## src/rtl/rx_pixel_writer.sv

```systemverilog
// Frame-buffer write sequencer: buffers received 24-bit pixel words in a small
// FIFO and writes them to raster addresses through a req/ack memory port.
module rx_pixel_writer #(
  parameter int COLS   = 16,
  parameter int ROWS   = 12,
  parameter int ADDR_W = 8,
  parameter int DEPTH  = 4
) (
  input  logic                     clk,
  input  logic                     rst,
  input  logic                     load,
  input  logic [23:0]              dato,
  input  logic                     frame_start,
  output logic                     mem_req,
  output logic [ADDR_W-1:0]        mem_addr,
  output logic [23:0]              mem_wdata,
  input  logic                     mem_ack,
  output logic                     frame_done,
  output logic                     overflow,
  output logic [$clog2(DEPTH):0]   level,
  output logic                     busy
);

  localparam int PTR_W = $clog2(DEPTH);
  localparam int LVL_W = PTR_W + 1;
  localparam int COL_W = $clog2(COLS);
  localparam int ROW_W = $clog2(ROWS);

  typedef enum logic [0:0] {
    ST_IDLE = 1'b0,
    ST_REQ  = 1'b1
  } state_t;

  state_t             state_r;
  state_t             state_nxt_s;
  logic [23:0]        fifo_mem_r [DEPTH];
  logic [PTR_W-1:0]   wr_ptr_r;
  logic [PTR_W-1:0]   rd_ptr_r;
  logic [PTR_W-1:0]   wr_idx_s;
  logic [LVL_W-1:0]   count_r;
  logic [LVL_W-1:0]   count_nxt_s;
  logic [COL_W-1:0]   col_r;
  logic [ROW_W-1:0]   row_r;
  logic               overflow_r;
  logic               frame_done_r;
  logic               full_s;
  logic               pop_s;
  logic               we_s;
  logic               drop_s;
  logic               last_col_s;
  logic               last_row_s;

  // FIFO control: frame_start flushes, and a coincident load becomes entry 0
  always_comb begin
    full_s     = (count_r == LVL_W'(DEPTH));
    pop_s      = (state_r == ST_REQ) && mem_ack && !frame_start;
    we_s       = load && (frame_start || !full_s || pop_s);
    drop_s     = load && full_s && !pop_s && !frame_start;
    last_col_s = (col_r == COL_W'(COLS - 1));
    last_row_s = (row_r == ROW_W'(ROWS - 1));
    if (frame_start) begin
      wr_idx_s    = {PTR_W{1'b0}};
      count_nxt_s = LVL_W'(load);
    end else begin
      wr_idx_s    = wr_ptr_r;
      count_nxt_s = count_r + LVL_W'(we_s) - LVL_W'(pop_s);
    end
  end

  // Next-state logic for the request sequencer
  always_comb begin
    state_nxt_s = state_r;
    if (frame_start) begin
      state_nxt_s = ST_IDLE;
    end else begin
      case (state_r)
        ST_IDLE: begin
          if (count_r != {LVL_W{1'b0}}) begin
            state_nxt_s = ST_REQ;
          end else begin
            state_nxt_s = ST_IDLE;
          end
        end
        ST_REQ: begin
          if (pop_s && (count_nxt_s == {LVL_W{1'b0}})) begin
            state_nxt_s = ST_IDLE;
          end else begin
            state_nxt_s = ST_REQ;
          end
        end
        default: state_nxt_s = ST_IDLE;
      endcase
    end
  end

  // State register
  always_ff @(posedge clk or negedge rst) begin
    if (!rst) begin
      state_r <= ST_IDLE;
    end else begin
      state_r <= state_nxt_s;
    end
  end

  // FIFO storage; contents are don't-care until counted valid
  always_ff @(posedge clk) begin
    if (we_s) begin
      fifo_mem_r[wr_idx_s] <= dato;
    end
  end

  // FIFO pointers and occupancy
  always_ff @(posedge clk or negedge rst) begin
    if (!rst) begin
      wr_ptr_r <= {PTR_W{1'b0}};
      rd_ptr_r <= {PTR_W{1'b0}};
      count_r  <= {LVL_W{1'b0}};
    end else begin
      wr_ptr_r <= wr_idx_s + PTR_W'(we_s);
      rd_ptr_r <= frame_start ? {PTR_W{1'b0}} : rd_ptr_r + PTR_W'(pop_s);
      count_r  <= count_nxt_s;
    end
  end

  // Raster counters and end-of-frame pulse
  always_ff @(posedge clk or negedge rst) begin
    if (!rst) begin
      col_r        <= {COL_W{1'b0}};
      row_r        <= {ROW_W{1'b0}};
      frame_done_r <= 1'b0;
    end else if (frame_start) begin
      col_r        <= {COL_W{1'b0}};
      row_r        <= {ROW_W{1'b0}};
      frame_done_r <= 1'b0;
    end else begin
      frame_done_r <= pop_s && last_col_s && last_row_s;
      if (pop_s) begin
        if (last_col_s) begin
          col_r <= {COL_W{1'b0}};
          row_r <= last_row_s ? {ROW_W{1'b0}} : row_r + ROW_W'(1);
        end else begin
          col_r <= col_r + COL_W'(1);
        end
      end
    end
  end

  // Sticky drop flag, cleared by a new frame
  always_ff @(posedge clk or negedge rst) begin
    if (!rst) begin
      overflow_r <= 1'b0;
    end else if (frame_start) begin
      overflow_r <= 1'b0;
    end else if (drop_s) begin
      overflow_r <= 1'b1;
    end
  end

  assign mem_req    = (state_r == ST_REQ);
  assign mem_addr   = mem_req ? (ADDR_W'(row_r) * ADDR_W'(COLS) + ADDR_W'(col_r))
                              : {ADDR_W{1'b0}};
  assign mem_wdata  = mem_req ? fifo_mem_r[rd_ptr_r] : 24'h000000;
  assign frame_done = frame_done_r;
  assign overflow   = overflow_r;
  assign level      = count_r;
  assign busy       = (count_r != {LVL_W{1'b0}}) || mem_req;

endmodule

```

## config.mk

```make
export PLATFORM = sky130hd
export DESIGN_NAME = rx_pixel_writer
export DESIGN_NICKNAME = d
export VERILOG_FILES = /design/src/rtl/rx_pixel_writer.sv
export SDC_FILE = /design/constraint.sdc
export NUM_CORES = 1
export LEC_CHECK = 0
export ABC_AREA = 1
export CORE_MARGIN = 5
export CORE_UTILIZATION = 45
export CTS_CLUSTER_DIAMETER = 30
export CTS_CLUSTER_SIZE = 8
export DETAILED_ROUTE_END_ITERATION = 16
export DONT_BUFFER_PORTS = 1
export GPL_TIMING_DRIVEN = 1
export PLACE_DENSITY = 0.58
export SYNTH_ARGS = -nofsm -noshare
export SYNTH_HDL_FRONTEND = slang
export SYNTH_SLANG_ARGS = --single-unit
```

## constraint.sdc

```tcl
create_clock -name clk -period 3.7 [get_ports clk]
set_input_delay 0.37 -clock clk [delete_from_list [all_inputs] [get_ports clk]]
set_output_delay 0.37 -clock clk [all_outputs]
set_load 0.02 [all_outputs]
```

==> key figures <==
Clocking
  – H-tree depth: 4
  – CTS tree: done
  – Clock Tree Root: clkbuf_8
  – Hold Buf Count CTS: 27
  – Post-cts resize count: 0
  – TritonCTS Buffers: 17
  – Post CTS Setup Buffer Count: 0
  – Worst-case clock buffer depth: 2
  – Clock insertion delay at the later pin of the skew report: 0.51 ns
  – Clock-pin slew on the worst setup and hold paths: 0.06 ns
  – # clock sinks: 114

Final layout
  – Share of layout cells above drive strength 1: 10.6%
  – Area Overhead vs Synth: 21.2%
  – NumNets Final: 477
  – Final cell utilization of the core: 55.8%
  – N_diodes: 0
  – Post-route cell area: 0.00574 mm2
  – Non-filler instance count after layout: 590

Run status
  – Status: complete, no violations

Pwr
  – Worst vdd ir: 0.357 mV
  – Power Density: 631 mW/mm2
  – Lkg Pwr: 2.18 nW
  – Power Total: 3.62 mW

Routing
  – Wire per inst: 16.6 um
  – # DRC: 0
  – Vias per cell: 5.12
  – Initial DRC Count: 206
  – Vias: 3020
  – First-pass DRT Iterations: 4
  – ANT nets after route: 0
  – Routed wire length: 9810 um

Yosys
  – Syn_area_per_cell: 11.6 um2
  – Synthesized net count: 445
  – Yosys reg bits: 114
  – Mapped Cells: 409
  – Yosys warning total: 0
  – Synth unique cells: 28
  – Register area share after synthesis: 70.4%
  – Number of synthesized flops with an enable pin: 96
  – Synth Flop Type: edfxtp_1
  – Mapped cell area: 0.00473 mm2
  – Async S/R FF share, synth: 15.8%

Floorplanning
  – Die Ht: 113 um
  – Num rows: 37
  – Num ports: 68
  – Core region area: 0.0103 mm2
  – Starting Density: 46.1%
  – Die area: 0.0127 mm2
  – Die W: 113 um

Worst setup path
  – Origin of the critical flop-to-flop path: mem_req
  – Worst-path fanout max: 50
  – Top Family by Delay on Critical Path: buffers and inverters
  – CP max stage delay: 0.74 ns
  – Max stage delay cell, worst path: inv_2
  – Worst setup path startpoint: rd_ptr_r[0]
  – WP data required: 3.33 ns
  – Startpoint Class: register
  – Buffers & Inverters on Critical Path: 1
  – Worst Setup End Kind: output port
  – Cell Chain, Critical Path: inv_2 > o21ai_0 > a21oi_1
  – Crit path arrival time: 2.71 ns
  – Worst Path Class, Setup: reg2out

Placement
  – Dpl cell area: 0.00485 mm2
  – GPL Wtd Cong: 0.799
  – HPWL Detailed: 5730 um
  – Placed Instances: 531
  – Port Buffers: 0
  – Worst slack, placed: 1.11 ns

GRT
  – GRT Util Overall: 16.5%
  – GRT met3 Usage: 6.58%
  – Met2 GRT Util: 26.6%
  – GRT Max-Usage Layer: met2
  – Total congestion overflow: 0
  – Initial antenna violation count: 0
  – Routing usage on met1: 20.2%
  – First-pass GRT wire length: 16000 um
  – Largest net degree at the start of global routing: 51
  – Vias in the first global route: 3059

STA
  – Final clock skew: 0.0103 ns
  – Final worst slack: 0.624 ns
  – Final hold viol count: 0
  – Final critical-path share of the clock period: 83.1%
  – Relative slew slack: 36.6%
  – Max Slew Vio Count: 0
  – Final TNS setup: 0 ns
  – RSZ-0062 raised after global routing: false
  – F_max: 0.325 GHz
  – WHS: 0.0809 ns
  – Slew at the pin closest to its max-slew limit: 0.949 ns
  – Minimum clock period: 3.08 ns
  – Final setup viols: 0

Flow run
  – Max-Cap Viols: 0

Worst hold path
  – Hold Path Origin: frame_start
  – Class of the worst hold path: in2reg
==> final timing paths <==
path                                 to  slack (ns)  depth (start not counted)
max                        mem_wdata[0]        0.62                          3
min                          frame_done        0.08                          3
max reg2reg                     mem_req        1.15                         11
min reg2reg                    row_r[1]        0.54                          2
max in group asynchronous   rd_ptr_r[0]        2.69                          1
min in group asynchronous      level[2]        0.42                          1
==> synth_stat cells (6+ instances only) <==
library cell  count  area, um2
nor2_1          103        387
dfrtp_1          18        450
nand2_1          32        120
ha_1              6       75.1
nand3_1           8       40.0
a21oi_1          26        130
o21ai_0          34        170
edfxtp_1         96       2880
buf_2             7       35.0
o21ai_1          23        115
inv_1            24       90.1
==> routing by layer <==
metal	share of wire, %	vias to the layer above
li1	-	1478
met1	44	1459
met2	50	79
met3	5.3	4
met4	0.66	0
met5	0	-
==> tightest hold or removal path, stage by stage <==
cell and delay, ns:
nor2_4 0.04, inv_2 0.08, nor3_1 0.06
==> sequential cells by signal (all words and copies together), names as in the netlist <==
register	cells
rd_ptr_r	2
wr_ptr_r	2
level	3
fifo_mem_r	96
col_r	4
mem_req	1
row_r	4
frame_done	1
overflow	1
==> cell families (layout without fill, tap and decap cells) <==
group                    count (synthesis)  in the layout  synth area share, %
AO/OA/AOI/OAI                           86             86                 9.43
XOR/XNOR                                 4              4                0.740
adder cells (fa/ha/maj)                  7              7                 2.01
buffers and inverters                   46             91                 4.52
flip-flops                             114            114                 70.4
AND/OR/NAND/NOR                        152            152                 12.9
==> cells in the final DEF (no fill, tap or decap), drive strengths merged <==
master       count
xnor2            2
nand2           33
o21ai           58
o22ai            1
edfxtp          96
inv             29
xor2             2
dfrtp           18
nor3             3
a22o             1
nand4            2
buf              5
clkinvlp         3
ha               6
nor2           105
clkbuf          17
nand3b           1
a21oi           26
nand3            8
clkinv           6
fa               1
dlygate4sd3     27
bufinv           4
==> area by class of cell <==
type / count / area, um2
clock inverter: 15 / 208
tap: 136 / 170
fill: 852 / 4540
clock buffer: 17 / 414
timing repair buffer: 32 / 308
sequential: 114 / 3330
inverter: 27 / 101
multi-input combinational: 249 / 1200
==> report_power, final <==
group / total (mW) / internal (mW) / leakage [nW] / switching, mW
clock: 1.68 / 1.10 / 0.293 / 0.581
sequential: 1.56 / 1.49 / 1.12 / 0.0721
combinational: 0.380 / 0.0997 / 0.764 / 0.281
total: 3.62 / 2.69 / 2.18 / 0.934
Power figures use the tool's default switching activity.
